**src/rtl/adder_pipe.sv**
```systemverilog
// Segmented carry pipeline adder/subtractor with a valid/ready stream interface.
// Each stage adds one SEG-bit slice and hands its carry and the untouched operand slices to the next.

module adder_pipe_seg #(
  parameter int SEG = 4,
  parameter int LO  = 0,
  parameter int REM = 4
) (
  input  logic                    clk,
  input  logic                    rst_n,
  input  logic                    adv,
  input  logic [LO:0]             prev_res,
  input  logic [2*(REM+SEG)+2:0]  prev_ops,
  output logic [LO+SEG:0]         res,
  output logic [2*REM+2:0]        ops
);
  localparam int AW = REM + SEG;

  // prev_ops = {a_rem, b_rem, sign_a, sign_b_eff, mode}; prev_res = {carry, partial sum}
  logic [AW-1:0]     a_rem, b_rem;
  logic [2:0]        ctl;
  logic              cin;
  logic [SEG:0]      part;
  logic [LO+SEG:0]   res_nxt;
  logic [2*REM+2:0]  ops_nxt;

  assign a_rem = prev_ops[2*AW+2:AW+3];
  assign b_rem = prev_ops[AW+2:3];
  assign ctl   = prev_ops[2:0];
  assign cin   = prev_res[LO];
  assign part  = {1'b0, a_rem[SEG-1:0]} + {1'b0, b_rem[SEG-1:0]} + {{SEG{1'b0}}, cin};

  if (LO > 0) begin : g_acc
    assign res_nxt = {part, prev_res[LO-1:0]};
  end else begin : g_first
    assign res_nxt = part;
  end

  if (REM > 0) begin : g_rem
    assign ops_nxt = {a_rem[AW-1:SEG], b_rem[AW-1:SEG], ctl};
  end else begin : g_last
    assign ops_nxt = ctl;
  end

  always_ff @(posedge clk) begin
    if (!rst_n) begin
      res <= '0;
      ops <= '0;
    end else if (adv) begin
      res <= res_nxt;
      ops <= ops_nxt;
    end
  end
endmodule

module adder_pipe #(
  parameter int WIDTH = 8,
  parameter int SEG   = 4
) (
  input  logic             clk,
  input  logic             rst_n,
  input  logic             in_valid,
  output logic             in_ready,
  input  logic [WIDTH-1:0] a,
  input  logic [WIDTH-1:0] b,
  input  logic             mode,
  output logic             out_valid,
  input  logic             out_ready,
  output logic [WIDTH:0]   out,
  output logic             ovf
);
  localparam int STAGES = WIDTH / SEG;

  logic              adv;
  logic [STAGES-1:0] vld_q;
  logic [STAGES:0]   vld_pipe;
  logic [WIDTH-1:0]  b_eff;

  // One global advance: the whole pipe moves or the whole pipe holds.
  assign adv       = !out_valid || out_ready;
  assign in_ready  = adv;
  assign vld_pipe  = {vld_q, in_valid};
  assign out_valid = vld_pipe[STAGES];
  assign b_eff     = b ^ {WIDTH{mode}};

  always_ff @(posedge clk) begin
    if (!rst_n)   vld_q <= '0;
    else if (adv) vld_q <= vld_pipe[STAGES-1:0];
  end

  for (genvar k = 0; k < STAGES; k++) begin : g_stage
    localparam int LO  = k * SEG;
    localparam int REM = WIDTH - (k + 1) * SEG;

    logic [LO:0]              res_in;
    logic [2*(REM+SEG)+2:0]   ops_in;
    logic [LO+SEG:0]          res;
    logic [2*REM+2:0]         ops;

    if (k == 0) begin : g_head
      // Subtract is a + ~b with carry-in 1, so mode doubles as the initial carry.
      assign res_in = mode;
      assign ops_in = {a, b_eff, a[WIDTH-1], b_eff[WIDTH-1], mode};
    end else begin : g_link
      assign res_in = g_stage[k-1].res;
      assign ops_in = g_stage[k-1].ops;
    end

    adder_pipe_seg #(.SEG(SEG), .LO(LO), .REM(REM)) u_seg (
      .clk      (clk),
      .rst_n    (rst_n),
      .adv      (adv),
      .prev_res (res_in),
      .prev_ops (ops_in),
      .res      (res),
      .ops      (ops)
    );

    if (k == STAGES - 1) begin : g_tail
      // Final carry is inverted into a borrow for subtract.
      assign out = {res[WIDTH] ^ ops[0], res[WIDTH-1:0]};
      assign ovf = (ops[2] == ops[1]) && (res[WIDTH-1] != ops[2]);
    end
  end
endmodule
```
**config.mk**
```make
export PLATFORM = sky130hd
export DESIGN_NAME = adder_pipe
export DESIGN_NICKNAME = d
export VERILOG_FILES = /design/src/rtl/adder_pipe.sv
export SDC_FILE = /design/constraint.sdc
export NUM_CORES = 1
export LEC_CHECK = 0
export CAP_MARGIN = 20
export CORE_MARGIN = 2
export CORE_UTILIZATION = 45
export DETAILED_ROUTE_END_ITERATION = 10
export GPL_TIMING_DRIVEN = 0
export PLACE_DENSITY_LB_ADDON = 0.15
export RECOVER_POWER = 25
export REMOVE_ABC_BUFFERS = 1
export SYNTH_ARGS = -nofsm -noshare
export SYNTH_HDL_FRONTEND = slang
export SYNTH_SLANG_ARGS = --single-unit
```
**constraint.sdc**
```tcl
create_clock -name clk -period 1.85 [get_ports clk]
set_input_delay 0.2775 -clock clk [delete_from_list [all_inputs] [get_ports clk]]
set_output_delay 0.2775 -clock clk [all_outputs]
set_load 0.05 [all_outputs]
```
After elaboration in Yosys (flattened, before gate mapping)
Cells that the tools add are included.

Register bits after elaboration: 30. Input port bits: 21. Output and inout port bits: 12. Word-level logic and storage cells: 16.

Add/subtract/negate cells: 4. Equal/unequal tests: 2. Bitwise operators: 2. Reductions and logical operators: 3.

Operator list (number): adder 4 x 4 -> 5 bit (2); adder 5 x 1 -> 5 bit (2); bitwise XOR 8 bit (1); equality test 1 bit (1); logical AND 1 bit (1); logical NOT 1 bit (1); logical OR 1 bit (1); inequality test 1 bit (1); bitwise XOR 1 bit (1).

Logic depth before layout (Yosys ltp)
Gate-level depths: netlist of the first run.

Word-level depth: 3. Depth in mapped cells: 6. Mapped depth without buffers: 6.

Cells and area by module
Synthesis of the first run repeated with hierarchy kept, for this count alone.

Cell total of the unflattened synthesis: 147. Area, all modules: 1542.7 um^2.

By module, submodules not included: adder_pipe_seg (g_stage[0].u_seg) (times used 1, cells an instance 69, area each 745.7 um^2, seq. area each 320.3 um^2); adder_pipe_seg (g_stage[1].u_seg) (times used 1, cells an instance 57, area each 608.1 um^2, seq. area each 240.2 um^2); adder_pipe (times used 1, cells an instance 21, area each 188.9 um^2, seq. area each 40.0 um^2).

Worst setup path after synthesis of the first run
Ideal clock, no wire load.

Kind: flip-flop to output port. From: register g_stage[1].u_seg.ops[1]. To: output port ovf. Data arrival time: 1511 ps. Data required time: 1572 ps. Setup slack: 61 ps. Cell stages (with the launch flop): 3. Path buffers: 0. Path through: dfxtp_1 > nand2b_1 > o21ai_0.

Cells in the longest elaborated chain, start to end: 2.

RTL lines: from (decl) (RTL line 15) `output logic [2*REM+2:0] ops`; from (signal assigned) (RTL line 51) `ops <= ops_nxt;`; equality test 1 bit (RTL line 122) `assign ovf = (ops[2] == ops[1]) && (res[WIDTH-1] != ops[2]);`; logical AND 1 bit (RTL line 122); to (decl) (RTL line 70) `output logic ovf`.

Every way passes these cells.

Final worst setup path of the first run
From: input port out_ready. To: output port in_ready.

Cells in the longest elaborated chain, start to end: 1.

RTL lines: from (decl) (RTL line 68) `input logic out_ready,`; logical OR 1 bit (RTL line 80) `assign adv = !out_valid || out_ready;`; to (decl) (RTL line 63) `output logic in_ready,`.

Every way passes these cells.

==> results of run 1 <==
## synth_stat cells (4+ instances only)
master / number
a211oi_1: 7
a21oi_1: 20
buf_2: 4
buf_4: 9
dfxtp_1: 28
ha_1: 6
nand2_1: 34
nand3_1: 5
nor2_1: 10
o21ai_0: 4
xnor2_1: 6
xor2_1: 5
## through the flow
| step | setup WS (ns) | instances | instance area [um2] | util [%] |
|---|---|---|---|---|
| finish | 0.0842 | 216 | 1700 | 56.7 |
| global route | 0.00256 | 216 | 1700 | 56.7 |
| CTS | 0.0113 | 216 | 1700 | 56.5 |
| detailed placement | -0.770 | 213 | 1670 | 55.7 |
| global placement | -1.94 | 212 | 1650 | 55.1 |
| floorplan | -0.805 | 147 | 1290 | - |
## cell type report
type	count	area share (%)
Clock buffer	3	1.32
Tap cell	33	2.43
Timing Repair Buffer	33	19.6
Multi-Input combinational cell	114	42.4
Inverter	5	1.40
Sequential cell	28	32.9
## routing by layer
metal	vias up	wire (um)	part of all wire, %	track usage [%]
li1	578	-	-	-
met1	491	1150	46	18.5
met2	19	1250	50	26.9
met3	2	93	3.7	2.60
met4	0	19	0.76	6.67
met5	-	0	0	0
## flip-flops by register name, indices dropped and copies added (netlist names)
signal             count
g_stage.u_seg.res     14
g_stage.u_seg.ops     12
vld_q                  2
## cell families after synthesis
family,share of synthesized area (%)
adders and majority gates,9.63
buffers and inverters,9.19
muxes,1.07
AOI/OAI and AO/OA,15.8
xor gates and xnor gates,6.87
DFF,40.0
and+or+nand+nor,17.5
## what timing repair did
action                     4_1_cts  5_1_grt
gates cloned                     0        0
setup endpoints to repair        6        3
pin swaps                        0        0
resized for setup               11        3
## power breakdown
group          total [mW]  switching (mW)  leakage, nW  internal, mW
sequential          0.694          0.0326        0.232         0.662
clock               0.239           0.163       0.0138        0.0762
combinational       0.387           0.219        0.458         0.168
total                1.32           0.414        0.704         0.906
## worst max-delay path, delay by kind of cell
kind	cells	cell delay, ns
buffers and inverters	4	0.98
and+or+nand+nor	1	0.21
## how the worst max path moves through the flow
stage                               start                              endpoint  slack [ns]  cells past startpoint
finish                          out_ready                              in_ready        0.08                      5
global placement                out_ready                              in_ready       -1.94                      4
floorplan           vld_q[1]$_SDFFE_PN0P_  g_stage[0].u_seg.res[4]$_SDFFE_PN0P_       -0.81                      4
global route                         mode  g_stage[0].u_seg.res[3]$_SDFFE_PN0P_       0.003                      6
CTS                             out_ready                              in_ready        0.01                      5
detailed placement              out_ready                              in_ready       -0.77                      5
==> summary.md, run 1 <==
| Metric | Value |
|---|---|
| R2r setup slk | ~0.31 ns |
| Hold EP | g_stage[1].u_seg.res[4]$_SDFFE_PN0P_ |
| Hold slack | ~0.46 ns |
| Total negative slack | 0 ns |
| Clock sink total | 28 |
| Worst Reg-to-Reg Cells | 4 |
| Most common cell after layout, fill and taps aside | nand2_1 |
| Max transition margin | 50.0% |
| Worst-Skew Late Latency | 0.32 ns |
| CTS Buf Count | 3 |
| Synth cell types | 28 |
| CTS tree | done |
| Worst-path maximum fanout | 35 |
| Ys async rst share | 0% |
| RSZ-0062 raised after global routing | no |
| H-tree levels | 1 |
| EDFF count, synth | 0 |
| Area Overhead vs Synth | 21.3% |
| Final setup viols | 0 |
| Ratio of cells with drive above 1 in the final layout | 5.46% |
| Critical Path RT | approximately 1.6 ns |
| Post-route minimum period | ~1.8 ns |
| CP Cell Sequence | clkdlybuf4s50_1 > nor2b_4 > buf_8 > inv_6 > buf_4 |
| Syn Area/Cell | 8.55 um2 |
| Final Cycle Share | between 90% and 100% |
| Mapped Area | ~0.0014 mm2 |
| Initial Utilization | a little under half |
| Max clock buf depth | 2 |
| Largest area contributor in the netlist | dfxtp_1 |
| Largest net degree at the start of global routing | 36 |
| Critical path's largest stage delay | 0.44 ns |
| DR WL/cell | around 12 um |
| Worst Hold Launch | g_stage[1].u_seg.res[4]$_SDFFE_PN0P_ |
| Floorplan core area | between 0.003 and 0.004 mm2 |
| Commonest cells after routing, fill and taps aside | 34 x nand2_1, 28 x dfxtp_1, 26 x clkdlybuf4s50_1, 20 x a21oi_1, 10 x nor2_1 |
| DR vias/cell | around 5 |
| Die height | between 50 and 60 um |
| FP Rows | 20 |
| DR vias | around 1,100 |
| Max Slew Vio Count | 0 |
| Clk Tree Root Cell | clkbuf_4 |
| GRT Util Overall | ~15% |
| Total grt overflow | 0 |
| Status | completed |
| IO Port Bufs | 32 |
| Slowest CP cell | clkdlybuf4s50_1 |
| HP Class | register to register |
| Die Span X | around 60 um |
| Antenna Violating Nets Remaining | 0 |
| DP HPWL | between 1500 and 2000 um |
| CP endpoint kind | primary output |
| VDD IR max | 297 uV |
| Ys Warns | 0 |
| WHS Path Cells | 2 |
| Worst reg2reg path startpoint | g_stage[0].u_seg.res[4]$_SDFFE_PN0P_ |
| Fillers | 299 |
| # DRC | 0 |
| Crit Path Category | input pin to primary output |
| Worst slew pin tran | between 0.7 and 0.8 ns |
| Area occupied by multi-input gates | 721 um2 |
| Yosys reg bits | 28 |
| Hold Buf Count CTS | 0 |
| Routability Congestion | around 0.76 |
| Crit path arrival time | between 1 and 1.5 ns |
| Endpoints failing hold | 0 |
| Initial antenna violation count | 0 |
| Top cells by area, synth | dfxtp_1 40%, nand2_1 9.1%, a21oi_1 7.1%, ha_1 5.4%, buf_4 4.8% |
| Detailed-router iteration count before antenna repair | 4 |
| Full die area | between 0.003 and 0.004 mm2 |
| Final WL | 2520 um |
| Sequential share of the synthesized area | 40.0% |
| Most used DFF post-synth | dfxtp_1 |
| Initial DRC count | 30 |
| Leakage | between 0.7 and 0.8 nW |
| Clock-pin slew on the worst setup and hold paths | ~0.13 ns |
| Pwr per Cell Area | between 700 and 800 mW/mm2 |
| Clk_skew | around 0.006 ns |
| Design Power | 1.32 mW |
| # Post-CTS Setup Buffers | 0 |
| Share of Yosys cell area claimed by the top area cell type | approximately two fifths |
| # diodes | 0 |
| First-pass GRT wire length | between 4000 and 5000 um |
| Fmax | about 570 MHz |
| FF/Latch Area | between 500 and 600 um2 |
| Max Cap Viol | 0 |
| # IOs | 33 |
| Worst setup SP type | input pin |
| Post-Syn Instances | about 160 |
| R2r endpoint | g_stage[1].u_seg.res[5]$_SDFFE_PN0P_ |
| Vias in the first global route | about 1,000 |
| Nets | roughly 220 |
No activity file was read; power rests on OpenSTA's default activity.
==> run 2: changes to the inputs <==
--- a/config.mk
+++ b/config.mk
@@ -9,7 +9,6 @@
 export CORE_MARGIN = 2
 export CORE_UTILIZATION = 45
 export DETAILED_ROUTE_END_ITERATION = 10
-export GPL_TIMING_DRIVEN = 0
 export PLACE_DENSITY_LB_ADDON = 0.15
 export RECOVER_POWER = 25
 export REMOVE_ABC_BUFFERS = 1
==> summary.md, run 2 (synthesis gave the netlist of run 1 again) <==
| Metric | Value |
|---|---|
| Status | completed (unchanged) |
| Initial antenna violation count | 0 (unchanged) |
| Pwr per Cell Area | 849 mW/mm2 (was 776 mW/mm2) |
| CTS Buf Count | 3 (unchanged) |
| WHS Path Cells | 2 (unchanged) |
| Post-route minimum period | 1.78 ns (was 1.77 ns) |
| First-pass GRT wire length | 4550 um (was 4130 um) |
| Largest register by flop count | g_stage.u_seg.res (unchanged) |
| Critical Path RT | 1.57 ns (about the same) |
| Worst Hold Launch | g_stage[1].u_seg.res[4]$_SDFFE_PN0P_ (unchanged) |
| Worst slew pin tran | 0.498 ns (was 0.749 ns) |
| Clock sink total | 28 (unchanged) |
| Crit path arrival time | 1.50 ns (was 1.49 ns) |
| DR vias | 1,163 (was 1,090) |
| Endpoints failing hold | 0 (unchanged) |
| Routability Congestion | 0.790 (was 0.764) |
| Worst Reg-to-Reg Cells | 4 (unchanged) |
| Worst-Skew Late Latency | 0.34 ns (was 0.32 ns) |
| VDD IR max | 372 uV (was 297 uV) |
| Placed cells | 222 (was 213) |
| R2r setup slk | 0.29 ns (was 0.31 ns) |
| Initial Utilization | 46.7% (unchanged) |
| Hold EP | g_stage[1].u_seg.res[4]$_SDFFE_PN0P_ (unchanged) |
| CP endpoint kind | primary output (unchanged) |
| Clk Tree Root Cell | clkbuf_4 (unchanged) |
| # diodes | 0 (unchanged) |
| Area Overhead vs Synth | 28.0% (was 21.3%) |
| R2r endpoint | g_stage[1].u_seg.res[5]$_SDFFE_PN0P_ (unchanged) |
| Critical path's largest stage delay | 0.80 ns (was 0.44 ns) |
| # DRC | 0 (unchanged) |
| Hold Buf Count CTS | 0 (unchanged) |
| Worst setup SP type | register (was input pin) |
| Worst-path maximum fanout | 2 (was 35) |
| Final setup viols | 0 (unchanged) |
| HP Class | register to register (unchanged) |
| Gate power share | 27.3% (was 29.3%) |
| Register share of total power | 45.6% (was 52.6%) |
| Floorplan core area | 0.00300 mm2 (unchanged) |
| DP Worst Slack | -0.414 ns (was -0.770 ns) |
| Hold slack | 0.461 ns (was 0.459 ns) |
| # Post-CTS Setup Buffers | 0 (unchanged) |
| Most common cell after layout, fill and taps aside | nand2_1 (unchanged) |
| DR WL/cell | 12.7 um (was 11.6 um) |
| Nets | 224 (was 215) |
| CP Cell Sequence | clkdlybuf4s50_1 (was clkdlybuf4s50_1 > nor2b_4 > buf_8 > inv_6 > buf_4) |
| Max clock buf depth | 2 (unchanged) |
| Final WL | 2880 um (was 2520 um) |
| Final Util | 59.8% (was 56.7%) |
| Max Cap Viol | 0 (unchanged) |
| Top Registers | g_stage.u_seg.res x14, g_stage.u_seg.ops x12, vld_q x2 (unchanged) |
| Crit Path Category | register to primary output (was input pin to primary output) |
| Worst path bufs/invs | 1 (was 4) |
| Largest net degree at the start of global routing | 22 (was 36) |
| Switch share | 30.0% (was 31.4%) |
| Die Span X | 59.8 um (unchanged) |
| Antenna Violating Nets Remaining | 0 (unchanged) |
| FP Rows | 20 (unchanged) |
| Slowest CP cell | clkdlybuf4s50_1 (unchanged) |
| DP HPWL | 2130 um (was 1820 um) |
| Layout Cells excl Fill | 226 (was 216) |
| Full die area | 0.00358 mm2 (unchanged) |
| DR vias/cell | 5.15 (was 5.05) |
| Worst reg2reg path startpoint | g_stage[0].u_seg.res[4]$_SDFFE_PN0P_ (unchanged) |
| Cell-internal power | 1.07 mW (was 0.906 mW) |
| IO Port Bufs | 32 (unchanged) |
| Die height | 59.8 um (unchanged) |
| Detailed-router iteration count before antenna repair | 4 (unchanged) |
| Sw power | 0.457 mW (was 0.414 mW) |
| Max reg flops | 14 (unchanged) |
| Clk_skew | 0.00470 ns (was 0.00618 ns) |
| CTS tree | done (unchanged) |
| Max Slew Vio Count | 0 (unchanged) |
| Clock-pin slew on the worst setup and hold paths | 0.16 ns (was 0.13 ns) |
| RSZ-0062 raised after global routing | no (unchanged) |
| Vias in the first global route | 1,113 (was 1,001) |
| Fmax | 562 MHz (was 566 MHz) |
| Max transition margin | 66.7% (was 50.0%) |
| Crit-path leading delay family | buffers and inverters (unchanged) |
| # IOs | 33 (unchanged) |
| Total grt overflow | 0 (unchanged) |
| Setup ws final | 0.0696 ns (was 0.0842 ns) |
| H-tree levels | 1 (unchanged) |
| Commonest cells after routing, fill and taps aside | 34 x nand2_1, 28 x dfxtp_1, 26 x clkdlybuf4s50_1, 20 x a21oi_1, 11 x buf_4 (was 34 x nand2_1, 28 x dfxtp_1, 26 x clkdlybuf4s50_1, 20 x a21oi_1, 10 x nor2_1) |
| GRT Util Overall | 16.9% (was 15.4%) |
| Final Cycle Share | 96.2% (was 95.4%) |
| Ratio of cells with drive above 1 in the final layout | 11.9% (was 5.46%) |
| Leakage | 0.759 nW (was 0.704 nW) |
| Clk pwr share | 27.1% (was 18.1%) |
| Initial DRC count | 25 (was 30) |
## run 2: cell type report
| type | instances | area [um2] |
|---|---|---|
| inverters | 5 | 18.8 |
| clock inverters | 1 | 30.0 |
| multi-input cells | 114 | 723 |
| clock buffers | 3 | 22.5 |
| well taps | 33 | 41.3 |
| flip-flops and latches | 28 | 561 |
| fillers | 293 | 1210 |
| repair buffers | 42 | 399 |
## run 2: through the flow
stage               power (mW)  TNS [ns]  area, um2
global route              1.59         0       1800
CTS                       1.53         0       1800
global placement          1.11    -0.842       1740
floorplan                0.960    -19.64       1290
detailed placement        1.13    -0.986       1740
finish                    1.52         0       1800
## run 2: power by group through the flow
stage	clock, mW	combinational, mW	sequential (mW)
2_1_floorplan	0	0.182	0.778
3_3_place_gp	0	0.406	0.706
3_5_place_dp	0	0.417	0.709
4_1_cts	0.417	0.421	0.696
5_1_grt	0.433	0.450	0.702
6_report	0.413	0.416	0.695
## run 2: routing by layer
layer  wire length [um]  up-vias  GRT usage [%]
li1                   -      595              -
met1               1300      541           19.4
met2               1460       23           31.5
met3                 91        4           2.16
met4                 28        0           6.03
met5                  0        -              0
## run 2: how the worst max path moves through the flow
stage | start | endpoint | slack [ns] | cells after the start
6_report | g_stage[1].u_seg.res[6]$_SDFFE_PN0P_ | out[6] | 0.07 | 1
5_1_grt | g_stage[1].u_seg.res[6]$_SDFFE_PN0P_ | out[6] | 0.02 | 1
4_1_cts | g_stage[1].u_seg.res[7]$_SDFFE_PN0P_ | out[7] | 0.0001 | 1
3_5_place_dp | mode | g_stage[0].u_seg.res[3]$_SDFFE_PN0P_ | -0.41 | 6
3_3_place_gp | mode | g_stage[0].u_seg.res[3]$_SDFFE_PN0P_ | -0.33 | 6
2_1_floorplan | vld_q[1]$_SDFFE_PN0P_ | g_stage[0].u_seg.res[4]$_SDFFE_PN0P_ | -0.81 | 4
## run 2: what timing repair did
item                                    in CTS  in global routing
cloned                                       0                  0
endpoints found under the setup margin       1                  1
resized for setup                            2                  1
==> run 3: changes to the inputs <==
--- a/config.mk
+++ b/config.mk
@@ -5,6 +5,7 @@
 export SDC_FILE = /design/constraint.sdc
 export NUM_CORES = 1
 export LEC_CHECK = 0
+export ABC_AREA = 1
 export CAP_MARGIN = 20
 export CORE_MARGIN = 2
 export CORE_UTILIZATION = 45
@@ -12,6 +13,7 @@
 export PLACE_DENSITY_LB_ADDON = 0.15
 export RECOVER_POWER = 25
 export REMOVE_ABC_BUFFERS = 1
+export SETUP_SLACK_MARGIN = 0.4
 export SYNTH_ARGS = -nofsm -noshare
 export SYNTH_HDL_FRONTEND = slang
 export SYNTH_SLANG_ARGS = --single-unit
==> summary.md, run 3 <==
| Metric | Value |
|---|---|
| Commonest cells after routing, fill and taps aside | 32 x nor2_1, 25 x dfxtp_1, 19 x o21ai_0, 17 x clkdlybuf4s50_1, 16 x buf_4 (was 34 x nand2_1, 28 x dfxtp_1, 26 x clkdlybuf4s50_1, 20 x a21oi_1, 11 x buf_4) |
| Max Slew Vio Count | 0 (unchanged) |
| Max transition margin | 60.2% (was 66.7%) |
| Ys async rst share | 0% (unchanged) |
| Synth top cells by count | 31 x nor2_1, 28 x dfxtp_1, 21 x o21ai_0 (was 34 x nand2_1, 28 x dfxtp_1, 20 x a21oi_1) |
| Ratio of cells with drive above 1 in the final layout | 26.1% (was 11.9%) |
| EDFF count, synth | 0 (unchanged) |
| Final setup viols | 0 (unchanged) |
| Clock sink total | 28 (unchanged) |
| DR WL/cell | 11.5 um (was 12.7 um) |
| # DRC | 0 (unchanged) |
| H-tree levels | 1 (unchanged) |
| Post-Syn Instances | 173 (was 164) |
| Top cells by area, synth | dfxtp_1 39%, nor2_1 8.1%, o21ai_0 7.3%, a21oi_1 5.9%, ha_1 5.2% (was dfxtp_1 40%, nand2_1 9.1%, a21oi_1 7.1%, ha_1 5.4%, buf_4 4.8%) |
| Ys Warns | 0 (unchanged) |
| Crit path from | vld_q[1]$_SDFFE_PN0P_ (was g_stage[1].u_seg.res[6]$_SDFFE_PN0P_) |
| Share of Yosys cell area claimed by the top area cell type | 39.1% (was 40.0%) |
| IO Port Bufs | 32 (unchanged) |
| Pwr per Cell Area | 759 mW/mm2 (was 849 mW/mm2) |
| FF/Latch Area | 564 um2 (was 561 um2) |
| Floorplan core area | 0.00305 mm2 (was 0.00300 mm2) |
| RSZ-0062 raised after global routing | yes (was no) |
| Most common cell after layout, fill and taps aside | nor2_1 (was nand2_1) |
| Fmax | 643 MHz (was 562 MHz) |
| Area Overhead vs Synth | 29.4% (was 28.0%) |
| Yosys reg bits | 28 (unchanged) |
| Worst-path maximum fanout | 5 (was 2) |
| Worst Reg-to-Reg Cells | 7 (was 4) |
| Status | completed (unchanged) |
| GRT Util Overall | 16.2% (was 16.9%) |
| Crit Path Category | register to primary output (unchanged) |
| DR vias | 1,240 (was 1,163) |
| Die Span X | 60.5 um (was 59.8 um) |
| Post-route cell area | 0.00186 mm2 (was 0.00180 mm2) |
| CTS Buf Count | 3 (unchanged) |
| Endpoints failing hold | 0 (unchanged) |
| Worst reg2reg path startpoint | vld_q[1]$_SDFFE_PN0P_ (was g_stage[0].u_seg.res[4]$_SDFFE_PN0P_) |
| Critical path's largest stage delay | 0.36 ns (was 0.80 ns) |
| Count leader, synth | nor2_1 (was nand2_1) |
| Top Registers | g_stage.u_seg.res x14, g_stage.u_seg.ops x12, vld_q x2 (unchanged) |
| Initial Utilization | 47.0% (was 46.7%) |
| # diodes | 0 (unchanged) |
| Antenna Violating Nets Remaining | 0 (unchanged) |
| Initial DRC count | 31 (was 25) |
| Fillers | 292 (was 293) |
| Detailed-router iteration count before antenna repair | 4 (unchanged) |
| Slowest CP cell | dfxtp_1 (was clkdlybuf4s50_1) |
| CP endpoint kind | primary output (unchanged) |
| Wl on met1 | 1290 um (was 1300 um) |
| First-pass GRT wire length | 4490 um (was 4550 um) |
| Design Power | 1.41 mW (was 1.52 mW) |
| Critical Path Stages | 4 (was 1) |
| CTS tree | done (unchanged) |
| CP Cell Sequence | inv_1 > nor2_1 > clkinv_4 > buf_6 (was clkdlybuf4s50_1) |
| Worst Hold Launch | a[0] (was g_stage[1].u_seg.res[4]$_SDFFE_PN0P_) |
| Total grt overflow | 0 (unchanged) |
| Largest register by flop count | g_stage.u_seg.res (unchanged) |
| Clock-pin slew on the worst setup and hold paths | 0.14 ns (was 0.16 ns) |
| Most used DFF post-synth | dfxtp_1 (unchanged) |
| Max reg flops | 14 (unchanged) |
| Initial antenna violation count | 0 (unchanged) |
| Crit-path leading delay family | flip-flops (was buffers and inverters) |
| Nets | 243 (was 224) |
| VDD IR max | 317 uV (was 372 uV) |
| Area post-placement | 0.00175 mm2 (was 0.00174 mm2) |
| Synth cell types | 26 (was 28) |
| Mapped Area | 0.00144 mm2 (was 0.00140 mm2) |
| Worst path bufs/invs | 3 (was 1) |
| DR vias/cell | 4.86 (was 5.15) |
| DR WL met2 | 1490 um (was 1460 um) |
| Syn Area/Cell | 8.30 um2 (was 8.55 um2) |
| Critical Path RT | 1.57 ns (about the same) |
| Clk Tree Root Cell | clkbuf_4 (unchanged) |
| Area occupied by multi-input gates | 708 um2 (was 723 um2) |
| Final WL | 2930 um (was 2880 um) |
| Max Cap Viol | 0 (unchanged) |
| Sequential share of the synthesized area | 39.1% (was 40.0%) |
| Largest area contributor in the netlist | dfxtp_1 (unchanged) |
| Worst setup SP type | register (unchanged) |
| DP HPWL | 2030 um (was 2130 um) |
| # IOs | 33 (unchanged) |
| WHS Path Cells | 3 (was 2) |
| Post-route minimum period | 1.55 ns (was 1.78 ns) |
| Clk_skew | 0.00662 ns (was 0.00470 ns) |
| Worst-Skew Late Latency | 0.32 ns (was 0.34 ns) |
| Final Util | 60.8% (was 59.8%) |
| Leakage | 0.846 nW (was 0.759 nW) |
| Uppermost layer routed | met4 (unchanged) |
| Worst slew pin tran | 0.600 ns (was 0.498 ns) |
| Full die area | 0.00366 mm2 (was 0.00358 mm2) |
| HP Class | input pin to register (was register to register) |
| Routability Congestion | 0.768 (was 0.790) |
| Vias in the first global route | 1,042 (was 1,113) |
| Largest net degree at the start of global routing | 28 (was 22) |
| Crit path arrival time | 1.28 ns (was 1.50 ns) |
| Max clock buf depth | 2 (unchanged) |
| Metal3 WL | 97 um (was 91 um) |
| Die height | 60.5 um (was 59.8 um) |
| FP Rows | 20 (unchanged) |
| Final Cycle Share | 84.0% (was 96.2%) |
run 3: cell types whose count changed after synthesis, sizes merged, moves of 3 or more:
cell,previous run,this run
nand2,34,9
a211oi,7,0
inv,5,15
nor2,10,33
o21ai,4,27
nor2b,3,0
run 3: routing by layer:
layer,GRT usage (%),vias up
met5,0,-
met4,8.07,0
met3,2.13,6
met2,27.6,26
met1,20.3,580
li1,-,628
run 3: cell families after synthesis:
logic type	share of synthesized area, %
flip-flops	39.1
buffers and inverters	14.2
XOR/XNOR	6.10
AND/OR/NAND/NOR	13.7
AO/OA/AOI/OAI	17.5
adder cells (fa/ha/maj)	9.42
run 3: power breakdown:
group | internal (mW) | switching (mW)
Sequential | 0.667 | 0.0349
Clock | 0.0763 | 0.166
Combinational | 0.193 | 0.272
Total | 0.936 | 0.472
run 3: tightest hold or removal path: cells and delay by family:
family | cells | cell delay (ns)
buffers and inverters | 1 | 0.13
AND/OR/NAND/NOR | 1 | 0.06
AO/OA/AOI/OAI | 1 | 0.07
run 3: worst paths after layout:
check,end,slack (ns)
worst min-delay path,g_stage[0].u_seg.res[0]$_SDFFE_PN0P_,0.26
worst max register to register,g_stage[0].u_seg.ops[8]$_SDFFE_PN0P_,0.34
worst min register to register,vld_q[0]$_SDFFE_PN0P_,0.46
worst max-delay path,in_ready,0.30
run 3: cell type report:
| type | count | share of cell area, % |
|---|---|---|
| multi-input combinational | 114 | 38.1 |
| clock buffer | 3 | 1.21 |
| timing repair inverter | 2 | 0.674 |
| timing repair buffer | 49 | 23.2 |
| tap | 44 | 2.96 |
| inverter | 15 | 3.44 |
| sequential | 28 | 30.4 |
run 3: per-stage QoR:
step	cells	hold WS, ns	TNS, ns	setup slack (ns)
finish	255	0.259	0	0.296
global route	255	0.226	0	0.200
CTS	249	0.468	0	0.385
detailed placement	244	0.449	-0.745	-0.232
global placement	244	0.440	-0.440	-0.128
floorplan	157	0.404	-1.04	-0.153
run 3: timing repair:
action,CTS,global route
setup buffers,1,5
hold buffers,0,0
setup endpoints to repair,17,13
pin swaps,4,5
gates cloned,1,1
gates resized for setup,34,21
